## src/rtl/cmd_arb_pkg.sv

```systemverilog
// rtl/cmd_arb_pkg.sv - shared types and helpers for the command stream arbiter
package cmd_arb_pkg;

    typedef enum logic [1:0] {
        ST_IDLE  = 2'd0,
        ST_PASS  = 2'd1,
        ST_ABORT = 2'd2,
        ST_DRAIN = 2'd3
    } arb_state_e;

    localparam logic [7:0] ABORT_BYTE_DEFAULT = 8'hFF;

    function automatic int rr_next(input int idx, input int n);
        return (idx + 1 >= n) ? 0 : idx + 1;
    endfunction

endpackage

```

## src/rtl/cmd_arb_rr_pick.sv

```systemverilog
// rtl/cmd_arb_rr_pick.sv - round-robin priority picker, search starts one past rr_ptr_i
module cmd_arb_rr_pick
    import cmd_arb_pkg::*;
#(
    parameter int N = 2
) (
    input  logic [N-1:0]         valid_i,
    input  logic [$clog2(N)-1:0] rr_ptr_i,
    output logic                 found_o,
    output logic [$clog2(N)-1:0] index_o
);

    localparam int IW = $clog2(N);

    int cur;

    always_comb begin
        found_o = 1'b0;
        index_o = '0;
        cur     = int'(rr_ptr_i);
        for (int k = 0; k < N; k++) begin
            cur = rr_next(cur, N);
            if (!found_o && valid_i[IW'(cur)]) begin
                found_o = 1'b1;
                index_o = IW'(cur);
            end
        end
    end

endmodule

```

## src/rtl/cmd_axis_arbiter.sv

```systemverilog
// rtl/cmd_axis_arbiter.sv - packet-locked round-robin arbiter with stall watchdog onto one 8-bit stream
// Optional per-source packet / abort counters under CMD_ARB_STATS_EN.
module cmd_axis_arbiter
    import cmd_arb_pkg::*;
#(
    parameter int         NUM_SRC        = 2,
    parameter int         TIMEOUT_CYCLES = 1024,
    parameter logic [7:0] ABORT_BYTE     = ABORT_BYTE_DEFAULT
) (
    input  logic                       axi_tclk,
    input  logic                       axi_tresetn,
    input  logic                       enable,
    input  logic [8*NUM_SRC-1:0]       s_axis_tdata,
    input  logic [NUM_SRC-1:0]         s_axis_tvalid,
    input  logic [NUM_SRC-1:0]         s_axis_tlast,
    output logic [NUM_SRC-1:0]         s_axis_tready,
    output logic [7:0]                 m_axis_tdata,
    output logic                       m_axis_tvalid,
    output logic                       m_axis_tlast,
    input  logic                       m_axis_tready,
    output logic [$clog2(NUM_SRC)-1:0] grant_id,
    output logic                       busy,
    output logic                       abort_pulse
`ifdef CMD_ARB_STATS_EN
    ,
    output logic [32*NUM_SRC-1:0]      pkt_count,
    output logic [15:0]                abort_count
`endif
);

    localparam int IW = $clog2(NUM_SRC);
    localparam int CW = $clog2(TIMEOUT_CYCLES) + 1;

    arb_state_e         state_q, state_d;
    logic [IW-1:0]      grant_q, grant_d;
    logic [IW-1:0]      rr_q, rr_d;
    logic [CW-1:0]      cnt_q, cnt_d;

    logic               pick_found;
    logic [IW-1:0]      pick_idx;
    logic               g_valid, g_last;
    logic [7:0]         g_data;
    logic [NUM_SRC-1:0] grant_oh;

    cmd_arb_rr_pick #(.N(NUM_SRC)) u_pick (
        .valid_i  (s_axis_tvalid),
        .rr_ptr_i (rr_q),
        .found_o  (pick_found),
        .index_o  (pick_idx)
    );

    always_comb begin
        g_valid  = 1'b0;
        g_last   = 1'b0;
        g_data   = 8'h00;
        grant_oh = '0;
        for (int i = 0; i < NUM_SRC; i++) begin
            if (grant_q == IW'(i)) begin
                g_valid     = s_axis_tvalid[i];
                g_last      = s_axis_tlast[i];
                g_data      = s_axis_tdata[8*i +: 8];
                grant_oh[i] = 1'b1;
            end
        end
    end

    always_comb begin
        state_d       = state_q;
        grant_d       = grant_q;
        rr_d          = rr_q;
        cnt_d         = cnt_q;
        m_axis_tdata  = 8'h00;
        m_axis_tvalid = 1'b0;
        m_axis_tlast  = 1'b0;
        s_axis_tready = '0;
        abort_pulse   = 1'b0;
        case (state_q)
            ST_IDLE: begin
                if (enable && pick_found) begin
                    grant_d = pick_idx;
                    rr_d    = pick_idx;
                    cnt_d   = '0;
                    state_d = ST_PASS;
                end
            end
            ST_PASS: begin
                m_axis_tdata  = g_data;
                m_axis_tvalid = g_valid;
                m_axis_tlast  = g_last;
                s_axis_tready = grant_oh & {NUM_SRC{m_axis_tready}};
                // Backpressure with data pending holds the watchdog; only a silent source ages it.
                if (g_valid) begin
                    if (m_axis_tready) begin
                        cnt_d = '0;
                        if (g_last) state_d = ST_IDLE;
                    end
                end else if (cnt_q == CW'(TIMEOUT_CYCLES - 1)) begin
                    state_d = ST_ABORT;
                end else if (cnt_q != '1) begin
                    cnt_d = cnt_q + 1'b1;
                end
            end
            ST_ABORT: begin
                m_axis_tdata  = ABORT_BYTE;
                m_axis_tvalid = 1'b1;
                m_axis_tlast  = 1'b1;
                if (m_axis_tready) begin
                    abort_pulse = 1'b1;
                    state_d     = ST_DRAIN;
                end
            end
            ST_DRAIN: begin
                s_axis_tready = grant_oh;
                if (g_valid && g_last) state_d = ST_IDLE;
            end
            default: state_d = ST_IDLE;
        endcase
    end

    always_ff @(posedge axi_tclk) begin
        if (!axi_tresetn) begin
            state_q <= ST_IDLE;
            grant_q <= '0;
            rr_q    <= IW'(NUM_SRC - 1);
            cnt_q   <= '0;
        end else begin
            state_q <= state_d;
            grant_q <= grant_d;
            rr_q    <= rr_d;
            cnt_q   <= cnt_d;
        end
    end

    assign grant_id = grant_q;
    assign busy     = (state_q != ST_IDLE);

`ifdef CMD_ARB_STATS_EN
    always_ff @(posedge axi_tclk) begin
        if (!axi_tresetn) begin
            pkt_count   <= '0;
            abort_count <= '0;
        end else begin
            if (abort_pulse) abort_count <= abort_count + 16'd1;
            if (state_q == ST_PASS && g_valid && g_last && m_axis_tready) begin
                for (int i = 0; i < NUM_SRC; i++) begin
                    if (grant_q == IW'(i)) pkt_count[32*i +: 32] <= pkt_count[32*i +: 32] + 32'd1;
                end
            end
        end
    end
`endif

endmodule

```

## config.mk

```make
export PLATFORM = sky130hd
export DESIGN_NAME = cmd_axis_arbiter
export DESIGN_NICKNAME = d
export VERILOG_FILES = /design/src/rtl/cmd_arb_pkg.sv /design/src/rtl/cmd_arb_rr_pick.sv /design/src/rtl/cmd_axis_arbiter.sv
export SDC_FILE = /design/constraint.sdc
export NUM_CORES = 1
export LEC_CHECK = 0
export CORE_ASPECT_RATIO = 0.75
export CORE_MARGIN = 2
export CORE_UTILIZATION = 45
export DETAILED_ROUTE_END_ITERATION = 10
export GPL_TIMING_DRIVEN = 1
export PLACE_DENSITY = 0.81
export SLEW_MARGIN = 5
export SYNTH_ARGS = -nofsm -noshare
export SYNTH_HDL_FRONTEND = slang
export SYNTH_SLANG_ARGS = --single-unit
```

## constraint.sdc

```tcl
create_clock -name axi_tclk -period 2.2 [get_ports axi_tclk]
set_clock_uncertainty 0.05 [all_clocks]
set_input_delay 0.44 -clock axi_tclk [delete_from_list [all_inputs] [get_ports axi_tclk]]
set_output_delay 0.44 -clock axi_tclk [all_outputs]
set_load 0.02 [all_outputs]
```

# Yosys cells after proc, flatten, opt, wreduce, memory -nomap -nowiden

Index checks and enable logic that the tools add are counted.

Bits in registers: 15
Input port bits: 24
Logic and storage cells: 70

$add $sub $neg: 3
Order comparisons: 4
Equality and inequality tests: 13
Multiplexer cells: 35
Bitwise gates (word level): 1
Reduce and logical (&&, ||, !) cells: 10

Operators with widths:

| kind                  | count |
|---|---|
| $mux 11               | 5 |
| $add 32x2->32 const B | 1 |
| $ge 32x3->1 const B   | 1 |
| $mux 32               | 1 |
| $pmux 11 s2           | 1 |
| $pmux 8 s2            | 1 |
| $mux 1                | 15 |
| $ne 3x3->1 const B    | 5 |
| $mux 2                | 7 |
| $add 11x1->11 const B | 1 |
| $eq 11x10->1 const B  | 1 |
| $ne 11x11->1 const B  | 1 |
| $mux 8                | 1 |
| $pmux 2 s4            | 1 |
| $lt 1x3->1 const B    | 2 |
| $ne 2x2->1 const B    | 3 |
| $reduce_and 6->1      | 1 |
| $reduce_and 5->1      | 1 |
| $eq 2x2->1 const B    | 2 |
| $pmux 1 s2            | 2 |
| $pmux 2 s2            | 1 |
| $reduce_bool 2->1     | 2 |
| $logic_and 1x1->1     | 3 |
| $add 1x1->2 const B   | 1 |
| other kinds (6)       | 6 |

# Logic depth before layout (Yosys ltp)

Depth in word-level cells: 14
Depth in mapped cells: 8

# By module

A second synthesis with hierarchy kept.

Cell total of the unflattened synthesis: 143
Area total of the unflattened synthesis: 1,158.6 sq um

Modules (own cells, without submodules):

| module           | times used | cells each | area an instance (sq um) |
|---|---|---|---|
| cmd_axis_arbiter | 1          | 141        | 1,137.3 |
| cmd_arb_rr_pick  | 1          | 2          | 21.3 |

# Worst setup path before layout

OpenSTA, ideal clock, no wires.

Path type: reg-to-output
From: reg grant_q (netlist: grant_id)
To: out m_axis_tdata[1]
Data arrival time: 1,496 ps
Slack: 214 ps
Stages on the path, launching flop included: 6
Path buffers: 2
Cells stage by stage: dfxtp_1 > buf_6 > clkbuf_1 > mux2i_1 > nor2_1 > o21a_1

Longest elaborated chain between the ends: 2

RTL lines:

| element                  | RTL line                | RTL |
|---|---|---|
| start: declaration       | cmd_axis_arbiter.sv:35  | `logic [IW-1:0] grant_q, grant_d;` |
| start signal: assignment | cmd_axis_arbiter.sv:128 | `grant_q <= grant_d;` |
| $mux 8                   | cmd_axis_arbiter.sv:58  | `if (grant_q == IW'(i)) begin` |
| $pmux 8 s2               | cmd_axis_arbiter.sv:77  | `case (state_q)` |
| end: declaration         | cmd_axis_arbiter.sv:17  | `output logic [7:0] m_axis_tdata,` |

No other way between the ends.

# Worst setup path in the final report

From: in s_axis_tvalid[0]
To: out m_axis_tvalid

Longest elaborated chain between the ends: 2

RTL lines:

| element            | RTL line               | RTL |
|---|---|---|
| start: declaration | cmd_axis_arbiter.sv:14 | `input logic [NUM_SRC-1:0] s_axis_tvalid,` |
| $mux 1             | cmd_axis_arbiter.sv:58 |  |
| $pmux 1 s2         | cmd_axis_arbiter.sv:77 |  |
| end: declaration   | cmd_axis_arbiter.sv:18 | `output logic m_axis_tvalid,` |

No other way between the ends.

==> impl_metrics.py <==
metrics = {
    "power_and_ir_drop": {
        "p_int_mw": 0.526,
        "pwr-share-clk_pct": 19.1,
        "swShare_pct": 32.9,
        "p_comb_share_pct": 44.2,
        "switching_power_mw": 0.258,
        "p_leak_nw": 0.717,
        "seq_power_share_pct": 36.7,
        "power_density_nw_per_um2": 449,
        "vdd_drop_max_v": 0.000307,
        "power_mw": 0.784,
    },
    "route": {
        "via_per_inst": 5.44,
        "route.detailed.drc": 0,
        "ant_nets": 0,
        "firstDrtPassIters": 4,
        "wl_per_cell_microns": 15.0,
        "drtIter0Drc": 55,
        "drt-total-wl_microns": 3520,
        "vias": 1274,
    },
    "worst_setup_path": {
        "crit_type": "in2out",
        "cpPeakStageDelay_ps": 430,
        "crit_path_end_kind": "primary output",
        "critPathMaxFanout": 2,
        "cp-start-kind": "primary input",
        "crit_required_ps": 1710,
        "cp_cell_sequence": "clkdlybuf4s50_1, mux2_4, a21oi_2, nor2b_1, clkdlybuf4s15_1",
        "cp.arrival_ps": 1680,
        "cpMaxStageDelayCell": "clkdlybuf4s50_1",
    },
    "placement": {
        "place_area_sq_um": 1690,
        "place.port_buffers": 38,
        "dp_hpwl_microns": 2790,
        "dp_slack_ps": -217,
        "gp_congestion": 0.960,
    },
    "clock_network": {
        "clock_latency_ps": 280,
        "cts.sinks": 15,
        "clockBufferDepth": 2,
        "clkTransAtPathRegs_ps": 90,
        "htreeDepth": 1,
        "cts_root_buffer": "clkbuf_4",
        "cts_hold_buf": 0,
        "cts_buffers": 3,
        "cts_tree": "done",
    },
    "synth": {
        "synth_seq_area_share_pct": 26.5,
        "ys.flop_type": "dfxtp_1",
        "yosys.cell_types.count": 37,
        "synth_seq_cells": 15,
        "syn_inst": 140,
        "synth_nets": 169,
        "yosysWarnings": 0,
        "synth_edf_count": 0,
        "synth_area_per_cell_sq_um": 8.08,
        "syn_area_sq_um": 1130,
        "ys_async_sr_fraction_pct": 0,
    },
    "global_routing": {
        "grt_start_max_net_pins": 13,
        "antenna_found_initial": 0,
        "grt.overflow.total": 0,
        "grt_pass1_vias": 1227,
        "grt_pass1_wl_microns": 5460,
        "gr-usage-all-layers_pct": 25.4,
    },
    "cells_and_area": {
        "fin_util_pct": 74.4,
        "mostFrequentLayoutCells": "clkdlybuf4s50_1, buf_4, nor2_1",
        "stdcell_area_sq_um": 1750,
        "final_common_cell": "clkdlybuf4s50_1",
        "antenna_cells": 0,
        "syn2layout_area_growth_pct": 54.3,
        "final_layout_size_suffix_gt1_share_pct": 24.0,
        "nets": 230,
    },
    "die": {
        "fp-row-count": 15,
        "core_area_sq_um": 2350,
        "ios": 39,
        "die_y_microns": 47.4,
        "die_w_microns": 61.9,
        "start_util_pct": 48.2,
        "die-area_sq_um": 2930,
    },
    "timing": {
        "worst_slack_ps": 34.2,
        "final.period_utilization_pct": 98.4,
        "finalCriticalPeriod_ps": 2170,
        "slew_headroom_pct": 81.1,
        "tightest_slew_ps": 282,
        "max_freq_mhz": 462,
        "slew_violations": 0,
        "rsz0062_at_grt": "yes",
        "setup_violations": 0,
        "finalSetupTns_ps": 0,
        "hold_viol_final": 0,
    },
    "run_status": {
        "status": "finished clean",
    },
    "worst_hold_path": {
        "worstHoldPathType": "reg2reg",
    },
    "flow_run": {
        "drv_cap": 0,
    },
}
## final timing paths
path                     from             to  slack, ps  cells past startpoint
min reg2reg          cnt_q[9]       cnt_q[9]        450                      2
min                  cnt_q[9]       cnt_q[9]        450                      2
max reg2reg        state_q[0]       cnt_q[3]        160                      8
max          s_axis_tvalid[0]  m_axis_tvalid         30                      5
## logic make-up after synthesis
logic type	after synthesis	share of synthesized area, %
buf+inv	12	5.31
fa+ha+maj	5	5.53
simple gates	57	25.8
compound gates	35	22.6
mux	12	11.2
xor+xnor	4	3.10
flops	15	26.5
## final cells by class
type,count,area [sq um]
multi-input combinational,113,816
fill,174,601
timing repair buffer,62,536
sequential,15,303
tap,34,42.5
clock buffer,4,26.3
inverter,6,22.5
## critical path, delay by kind of cell
family                 cells  cell delay, ps
buffers and inverters      2             710
AO/OA/AOI/OAI              1             160
multiplexers               1             300
AND/OR/NAND/NOR            1              60
## through the flow
step                hold WS [ps]  instances
floorplan                    398        140
global placement             415        228
detailed placement           434        228
CTS                          448        232
global route                 466        234
finish                       449        234
## registers in the layout, indices dropped and copies added, names as in the netlist, named ones only
name,count
cnt_q,11
grant_id,1
state_q,1
rr_q,1
## cells in the mapped netlist (all sizes together), types with 2 or more instances
cell type  number  area [sq um]
nand2b          2          12.5
o211ai          4          30.0
a21oi           9          45.0
a221oi          2          17.5
nand2          10          37.5
xor2            3          26.3
and2            4          25.0
nand3           6          30.0
ha              5          62.6
nand4           4          25.0
o21a            8          60.1
nor2           17          63.8
dfxtp          15           300
and3            2          12.5
inv             6          22.5
o21ai           4          23.8
mux2i          10           100
mux2            2          26.3
clkbuf          3          11.3
nor2b           4          25.0
buf             3          26.3
o31ai           3          22.5
or4             3          22.5
## timing repair
item / CTS / global route
setup buffers: 0 / 2
resized for setup: 23 / 17
pin swaps: 0 / 1
endpoints found under the setup margin: 13 / 14
## layer usage
metal / wire [microns] / up-vias / track usage, %
li1: - / 626 / -
met1: 1640 / 620 / 35.4
met2: 1720 / 26 / 41.9
met3: 133 / 2 / 5.41
met4: 19 / 0 / 3.40
met5: 0 / - / 0
## power groups by stage
| stage | sequential [mW] | combinational (mW) | clock, mW |
|---|---|---|---|
| CTS | 0.287 | 0.318 | 0.156 |
| detailed placement | 0.293 | 0.317 | 0 |
| global route | 0.288 | 0.369 | 0.168 |
| global placement | 0.292 | 0.308 | 0 |
| floorplan | 0.291 | 0.160 | 0 |
| finish | 0.288 | 0.347 | 0.149 |
No activity file was read; power rests on OpenSTA's default activity.
